**config.mk**
```make
export PLATFORM = sky130hd
export DESIGN_NAME = sect571r1_pt_mul_host
export DESIGN_NICKNAME = d
export VERILOG_FILES = /design/src/rtl/sect571r1_pt_mul_host.sv
export SDC_FILE = /design/constraint.sdc
export NUM_CORES = 2
export LEC_CHECK = 0
export ABC_CLOCK_PERIOD_IN_PS = 12400
export CAP_MARGIN = 10
export CORE_AREA = 4 4 691 693
export DETAILED_ROUTE_END_ITERATION = 10
export DIE_AREA = 0 0 695 697
export SLEW_MARGIN = 20
export SYNTH_ARGS = -nofsm -noshare
export SYNTH_HDL_FRONTEND = slang
export SYNTH_SLANG_ARGS = --single-unit
```
**constraint.sdc**
```tcl
create_clock -name clk -period 12.4 [get_ports clk]
set_input_delay 2.48 -clock clk [delete_from_list [all_inputs] [get_ports clk]]
set_output_delay 2.48 -clock clk [all_outputs]
set_load 0.02 [all_outputs]
```
**src/rtl/sect571r1_pt_mul_host.sv**
```systemverilog
// Host-side sequencer for a sect571r1 point multiplier: gathers a 571-bit scalar
// from 32-bit words, starts the multiplier, then streams the x/y result as 36 words.
module sect571r1_pt_mul_host #(
  parameter int NumWords = 18
) (
  input  logic         clk,
  input  logic         rst_n,
  input  logic         clr,
  input  logic         in_valid,
  output logic         in_ready,
  input  logic [31:0]  in_data,
  output logic         mul_clr,
  output logic         mul_start,
  output logic [570:0] mul_d,
  input  logic         mul_done,
  input  logic [570:0] mul_x,
  input  logic [570:0] mul_y,
  output logic         out_valid,
  input  logic         out_ready,
  output logic [31:0]  out_data,
  output logic         out_last,
  output logic         busy
);

  localparam int OpW   = 571;
  localparam int InW   = $clog2(NumWords);
  localparam int OutW  = $clog2(2 * NumWords);
  localparam int LastW = OpW - 32 * (NumWords - 1);
  localparam logic [InW-1:0]  InLast  = InW'(NumWords - 1);
  localparam logic [OutW-1:0] OutLast = OutW'(2 * NumWords - 1);
  localparam logic [OutW-1:0] YBase   = OutW'(NumWords);

  typedef enum logic [2:0] {
    ST_LOAD,
    ST_START,
    ST_WAIT,
    ST_CAPT,
    ST_SEND
  } state_t;

  state_t              state_q, state_d;
  logic [InW-1:0]      in_cnt_q, in_cnt_d;
  logic [OutW-1:0]     out_cnt_q, out_cnt_d;
  logic [OpW-1:0]      mul_d_q, mul_d_d;
  logic [OpW-1:0]      x_q, x_d;
  logic [OpW-1:0]      y_q, y_d;
  logic                mul_start_q, mul_start_d;
  logic                out_valid_q, out_valid_d;
  logic                mul_clr_q;
  logic                done_q;

  // The top word is only LastW bits wide; its unused upper bits read as zero.
  function automatic logic [31:0] word_of(input logic [OpW-1:0] v,
                                          input logic [OutW-1:0] idx);
    logic [31:0] w;
    w = '0;
    for (int k = 0; k < NumWords - 1; k++) begin
      if (idx == OutW'(k)) w = v[k*32 +: 32];
    end
    if (idx == OutW'(NumWords - 1)) w = {{(32-LastW){1'b0}}, v[OpW-1 -: LastW]};
    return w;
  endfunction

  logic            sel_y;
  logic [OutW-1:0] word_idx;

  assign sel_y    = (out_cnt_q >= YBase);
  assign word_idx = sel_y ? (out_cnt_q - YBase) : out_cnt_q;

  assign in_ready  = (state_q == ST_LOAD);
  assign busy      = (state_q != ST_LOAD);
  assign mul_d     = mul_d_q;
  assign mul_start = mul_start_q;
  assign mul_clr   = mul_clr_q;
  assign out_valid = out_valid_q;
  assign out_data  = out_valid_q ? word_of(sel_y ? y_q : x_q, word_idx) : 32'h0;
  assign out_last  = out_valid_q && (out_cnt_q == OutLast);

  always_comb begin
    state_d     = state_q;
    in_cnt_d    = in_cnt_q;
    out_cnt_d   = out_cnt_q;
    mul_d_d     = mul_d_q;
    x_d         = x_q;
    y_d         = y_q;
    mul_start_d = 1'b0;
    out_valid_d = out_valid_q;

    case (state_q)
      ST_LOAD: begin
        if (in_valid) begin
          for (int k = 0; k < NumWords - 1; k++) begin
            if (in_cnt_q == InW'(k)) mul_d_d[k*32 +: 32] = in_data;
          end
          if (in_cnt_q == InLast) begin
            mul_d_d[OpW-1 -: LastW] = in_data[LastW-1:0];
            in_cnt_d    = '0;
            state_d     = ST_START;
            mul_start_d = 1'b1;
          end else begin
            in_cnt_d = in_cnt_q + InW'(1);
          end
        end
      end
      ST_START: state_d = ST_WAIT;
      ST_WAIT: begin
        // Only a fresh rising edge of done counts; a level held from earlier is ignored.
        if (mul_done && !done_q) state_d = ST_CAPT;
      end
      ST_CAPT: begin
        x_d         = mul_x;
        y_d         = mul_y;
        out_cnt_d   = '0;
        out_valid_d = 1'b1;
        state_d     = ST_SEND;
      end
      ST_SEND: begin
        if (out_ready) begin
          if (out_cnt_q == OutLast) begin
            out_cnt_d   = '0;
            out_valid_d = 1'b0;
            state_d     = ST_LOAD;
          end else begin
            out_cnt_d = out_cnt_q + OutW'(1);
          end
        end
      end
      default: state_d = ST_LOAD;
    endcase

    // Clear wins over any handshake in the same cycle.
    if (clr) begin
      state_d     = ST_LOAD;
      in_cnt_d    = '0;
      out_cnt_d   = '0;
      mul_d_d     = '0;
      x_d         = '0;
      y_d         = '0;
      mul_start_d = 1'b0;
      out_valid_d = 1'b0;
    end
  end

  always_ff @(posedge clk or negedge rst_n) begin
    if (!rst_n) begin
      state_q     <= ST_LOAD;
      in_cnt_q    <= '0;
      out_cnt_q   <= '0;
      mul_d_q     <= '0;
      x_q         <= '0;
      y_q         <= '0;
      mul_start_q <= 1'b0;
      out_valid_q <= 1'b0;
      mul_clr_q   <= 1'b0;
      done_q      <= 1'b0;
    end else begin
      state_q     <= state_d;
      in_cnt_q    <= in_cnt_d;
      out_cnt_q   <= out_cnt_d;
      mul_d_q     <= mul_d_d;
      x_q         <= x_d;
      y_q         <= y_d;
      mul_start_q <= mul_start_d;
      out_valid_q <= out_valid_d;
      mul_clr_q   <= clr;
      done_q      <= mul_done;
    end
  end

endmodule

```
=== Word-level counts from Yosys, hierarchy flattened ===
Cells that the tools add are included.

* Add/subtract/negate cells: 3
* Order comparisons: 1
* Equality and inequality tests: 44
* Mux-type cells: 69
* Reductions and logical operators: 51

{| class="wikitable"
|+ Operators with widths
! cell !! count
|-
| $mux W571 || 8
|-
| $mux W32 || 36
|-
| $reduce_and A3 Y1 || 19
|-
| $eq A6 B4 Y1 const B || 8
|-
| $reduce_bool A2 Y1 || 21
|-
| $eq A5 B4 Y1 const B || 8
|-
| $mux W27 || 1
|-
| $eq A6 B3 Y1 const B || 4
|-
| $mux W6 || 4
|-
| $eq A5 B3 Y1 const B || 4
|-
| $mux W5 || 4
|-
| $mux W3 || 6
|-
| $pmux W3 S5 || 1
|-
| $eq A6 B2 Y1 const B || 2
|-
| $eq A6 B5 Y1 const B || 2
|-
| $ne A3 B3 Y1 const B || 4
|-
| $pmux W6 S2 || 1
|-
| $eq A5 B2 Y1 const B || 2
|-
| $eq A5 B5 Y1 const B || 2
|-
| $mux W1 || 7
|-
| $add A6 B1 Y6 const B || 1
|-
| $eq A3 B2 Y1 const B || 2
|-
| $eq A6 B1 Y1 const B || 1
|-
| $eq A6 B6 Y1 const B || 1
|-
| other kinds (16) || 19
|}

* Bits in registers: 1,731
* Input bits: 1,180
* Output and inout port bits: 609
* Logic and storage cells: 195

=== Longest topological paths before layout ===
* Depth in word-level cells: 22
* Gate-level depth with buffers: 16
* Depth with buffers taken out: 9

=== Worst setup path before layout ===
No wires, ideal clock.

* Path kind: reg2out
* Start point: register out_cnt_q[0]
* End point: output port out_data[12]
* Data arrival time: 3,865 ps
* Required time: 9,920 ps
* Slack: 6,055 ps
* Cell stages (with the launch flop): 15
* Path buffers: 5
* Path through: dfrtp_1 -> clkbuf_1 -> inv_1 -> clkbuf_1 -> clkbuf_1 -> clkbuf_1 -> ha_1 -> or4bb_1 -> o2111a_1 -> o22ai_2 -> nor2_1 -> clkbuf_1 -> a221oi_1 -> o21ai_0 -> a221oi_1

* Longest elaborated chain between the ends: 22
* Elaborated cells between the ends (all ways): 41
* Classes of those cells: add/sub: 1; order compare: 1; eq/ne: 17; mux: 21; reduce/logical: 1

{| class="wikitable"
|+ Ends and longest elaborated chain
! element !! RTL line !! source
|-
| start, declared || 43 || <nowiki>logic [OutW-1:0] out_cnt_q, out_cnt_d;</nowiki>
|-
| start signal, assigned || 159 || <nowiki>out_cnt_q <= out_cnt_d;</nowiki>
|-
| $sub A6 B5 Y6 or $ge A6 B5 Y1 (tied branches) || 68, 67 ||
|-
| $mux W6 || 68 || <nowiki>assign word_idx = sel_y ? (out_cnt_q - YBase) : out_cnt_q;</nowiki>
|-
| $logic_not A6 Y1 || 58 || <nowiki>if (idx == OutW'(k)) w = v[k*32 +: 32];</nowiki>
|-
| $mux W32 (17 in a row) || 58 ||
|-
| $mux W32 * || 60 || <nowiki>if (idx == OutW'(NumWords - 1)) w = {{(32-LastW){1'b0}}, v[OpW-1 -: LastW]};</nowiki>
|-
| $mux W32 * || 76 || <nowiki>assign out_data = out_valid_q ? word_of(sel_y ? y_q : x_q, word_idx) : 32'h0;</nowiki>
|-
| end, declared || 20 || <nowiki>output logic [31:0] out_data,</nowiki>
|}

Mark *: on every way between the ends. The rest lies on a longest branch, timed or not.

=== Final worst setup path ===
* Start point: register out_cnt_q[0]
* End point: output port out_data[19]

The elaborated chain is that of the path after synthesis.

==> out/results.txt <==
status: completed
final WL: 563 mm
core area: 471000 µm²
Sink Count: 1731
wire per inst: 36.9 µm
first-pass GRT wire length: 721 mm
DRT Pass-1 Iters: 7
Initial Util: 16.2%
share of cells above drive strength 1: 8.25%
die span in y: 697 µm
post-CTS setup buffer count: 0
main combinational cell family by area after synthesis: compound AO/OA/AOI/OAI gates
initial antenna violation count: 455
Hold Slack: 0.479 ns
main flop type after synthesis: dfrtp_1
Post-Synth Adder-Cell Area: 0.147%
HP Class: flop to flop
Max Clk Rate: 0.0921 GHz
Lkg Pwr: 43.4 nW
largest net degree at the start of global routing: 220
Crit Path Class: flop to primary output
DRT antenna net count: 0
CTS Buffer Depth: 4
FP Rows: 252
Multi-input gate area: 30400 µm²
r2r worst-path depth: 6
Final GP Congestion: 0.961
Synthesized Nets: 8481
CTS tree: yes
Final Power: 13.4 mW
P per Cell Area: 123 nW/µm²
crit share post-route: 87.6%
Arr. time, crit path: 8.38 ns
Clk Latency, worst-skew pair: 0.97 ns
I/O pin count: 1789
Die ar.: 484000 µm²
Max Cap Violations: 0
simple-gate area share of the yosys netlist: 10.4%
final core occ: 23.1%
final hold vios: 0
WHS Path Cells: 2
Total GRT Usage: 22.3%
Syn Area/Cell: 10.5 µm²
Synth warnings: 0
mux contribution to synthesized area: 3.79%
Synth Area in XOR/XNOR: 0.0688%
Max-slew headroom: 12.1%
RSZ-0062 raised after global routing: no
cell count after synthesis: 7292
Final #Nets: 9917
IR drop worst, VDD: 0.000130 V
drt drc: 0
Final Max Tran Viols: 0
Congestion Overflow GR: 0
synth unique cells: 84
sequential fraction of the synthesis area: 56.7%
via count: 72416
number of enable flip-flop cells after synthesis: 0
worst slew pin tran: 1.30 ns
FF/Latch Area: 43300 µm²
nature of the critical path startpoint: flop
CTS Buf Count: 214
post-DR vias/cell: 4.74
post-route minimum period: 10.86 ns
Async S/R FF share, synth: 100%
Area Overhead vs Synth: 42.4%
crit path max fanout: 98
port bufs: 1788
Post-DP HPWL: 444 mm
root buffer cell: clkbuf_16
Setup Viol. Count Final: 0
Mapped Area: 76400 µm²
#FFs+latches synth: 1731
Layout fillers: 50390
Worst Path Required: 9.92 ns
Compound-Gate Fraction of Synth Area: 24.8%
CTS Hold Bufs: 0
Die Width: 695 µm
via count of the first global-routing pass: 68869
Worst-path clk slew: 0.06 ns
CP Capture Type: primary output
clk_skew: 0.151 ns
DRT iter0 DRCs: 9061
H-Tree Depth: 4
post-cts resize count: 0
setup TNS: 0 ns
## cells by family (layout without fill, tap and decap cells)
kind of cell | Yosys count | count (layout)
AO/OA/AOI/OAI | 2557 | 2557
XOR/XNOR | 6 | 6
adder cells (fa/ha/maj) | 9 | 9
buffers and inverters | 778 | 2386
flip-flops | 1731 | 1731
multiplexers | 284 | 284
other | 0 | 162
AND/OR/NAND/NOR | 1927 | 1927
## Yosys cell counts, types with 16 or more instances
cell type | n | area (µm²)
nand3_1 | 89 | 445
nor2_1 | 79 | 297
and3_1 | 20 | 125
o21bai_1 | 26 | 195
nor4_1 | 23 | 144
mux2i_1 | 240 | 2400
nand2_1 | 1541 | 5780
o31ai_1 | 20 | 150
nor3_1 | 29 | 145
nand2b_1 | 38 | 238
o221a_2 | 43 | 484
inv_1 | 29 | 109
nand4_1 | 33 | 206
o2111ai_1 | 19 | 166
clkbuf_1 | 615 | 2310
mux2_2 | 43 | 484
a211oi_1 | 54 | 405
o2111a_1 | 22 | 248
o21ai_0 | 130 | 651
o211ai_1 | 34 | 255
a22o_1 | 1165 | 10200
o221ai_1 | 28 | 245
buf_2 | 108 | 541
a31oi_1 | 33 | 206
a2111o_1 | 18 | 203
dfrtp_1 | 1731 | 43300
buf_1 | 16 | 60.1
a21oi_1 | 718 | 3590
nand3b_1 | 20 | 150
o22ai_1 | 85 | 532
a32oi_1 | 18 | 158
a221oi_1 | 54 | 473
## routing by layer
| metal | vias to the layer above | global-route usage [%] | routed length [µm] |
|---|---|---|---|
| met4 | 202 | 11.9 | 34900 |
| li1 | 29776 | - | - |
| met1 | 36917 | 26.0 | 214000 |
| met5 | - | 0 | 1260 |
| met3 | 1300 | 6.66 | 47900 |
| met2 | 4221 | 36.6 | 266000 |
## power by group
| group | internal (mW) | leakage, nW | total [mW] | switching [mW] |
|---|---|---|---|---|
| clock network | 3.92 | 3.63 | 6.75 | 2.83 |
| logic | 0.395 | 15.7 | 0.929 | 0.533 |
| registers | 5.67 | 24.1 | 5.68 | 0.0124 |
## worst max-delay path: stages (launching register included)
cell	delay, ns
dfrtp_4	0.66
inv_6	0.29
ha_1	0.49
o41ai_4	0.85
buf_4	0.55
nand2_8	0.38
buf_12	0.47
mux2i_1	0.20
o22ai_1	0.87
nand2_1	0.13
o2111a_1	0.42
o211ai_1	0.74
clkdlybuf4s50_1	0.85
## sequential cells by signal (all words and copies together), names as in the netlist
name       flops
x_q          571
mul_d        571
y_q          571
out_cnt_q      6
in_cnt_q       5
mul_start      1
done_q         1
mul_clr        1
out_valid      1
state_q        3
## layout by cell type (no fill, tap or decap), types with 27 or more instances in the layout
| cell | count |
|---|---|
| a22o_1 | 1164 |
| clkbuf_16 | 215 |
| a211oi_1 | 53 |
| clkinv_2 | 37 |
| o211ai_1 | 34 |
| mux2i_1 | 238 |
| a31oi_1 | 33 |
| a21oi_1 | 717 |
| nand2_1 | 1536 |
| diode_2 | 162 |
| nand2b_1 | 38 |
| nor2_1 | 63 |
| o21ai_0 | 128 |
| nand4_1 | 33 |
| nand3_1 | 80 |
| dfrtp_1 | 1727 |
| mux2_2 | 43 |
| clkbuf_1 | 41 |
| inv_1 | 27 |
| buf_4 | 162 |
| a221oi_1 | 53 |
| clkdlybuf4s50_1 | 1762 |
| clkbuf_8 | 42 |
| o22ai_1 | 85 |
| o221ai_1 | 28 |
| o221a_2 | 43 |
## area by class of cell
cell class              count  area share (%)
repair buffers           1968            17.8
inverters                  30           0.108
multi-input cells        4783            27.9
clock inverters            90            1.19
flip-flops and latches   1731            39.8
well taps                6223            7.16
diodes                    162           0.373
clock buffers             298            5.62
## stage by stage
| step | instance area, µm² | setup slack (ns) | cells |
|---|---|---|---|
| floorplan | 76400 | 6.05 | 7292 |
| global placement | 101000 | 2.79 | 14729 |
| detailed placement | 101000 | 2.82 | 14735 |
| CTS | 108000 | 1.69 | 15123 |
| global route | 109000 | 1.28 | 15203 |
| finish | 109000 | 1.54 | 15285 |
## final timing paths
path / start / to / slack (ns)
setup / recovery: out_cnt_q[0] / out_data[19] / 1.54
hold / removal: mul_d[560] / mul_d[560] / 0.48
setup reg to reg: state_q[2] / x_q[6] / 8.27
hold reg to reg: mul_d[560] / mul_d[560] / 0.48
max in group asynchronous: rst_n / mul_d[529] / 7.80
min in group asynchronous: rst_n / y_q[399] / 1.49
No activity file was read; power rests on OpenSTA's default activity.
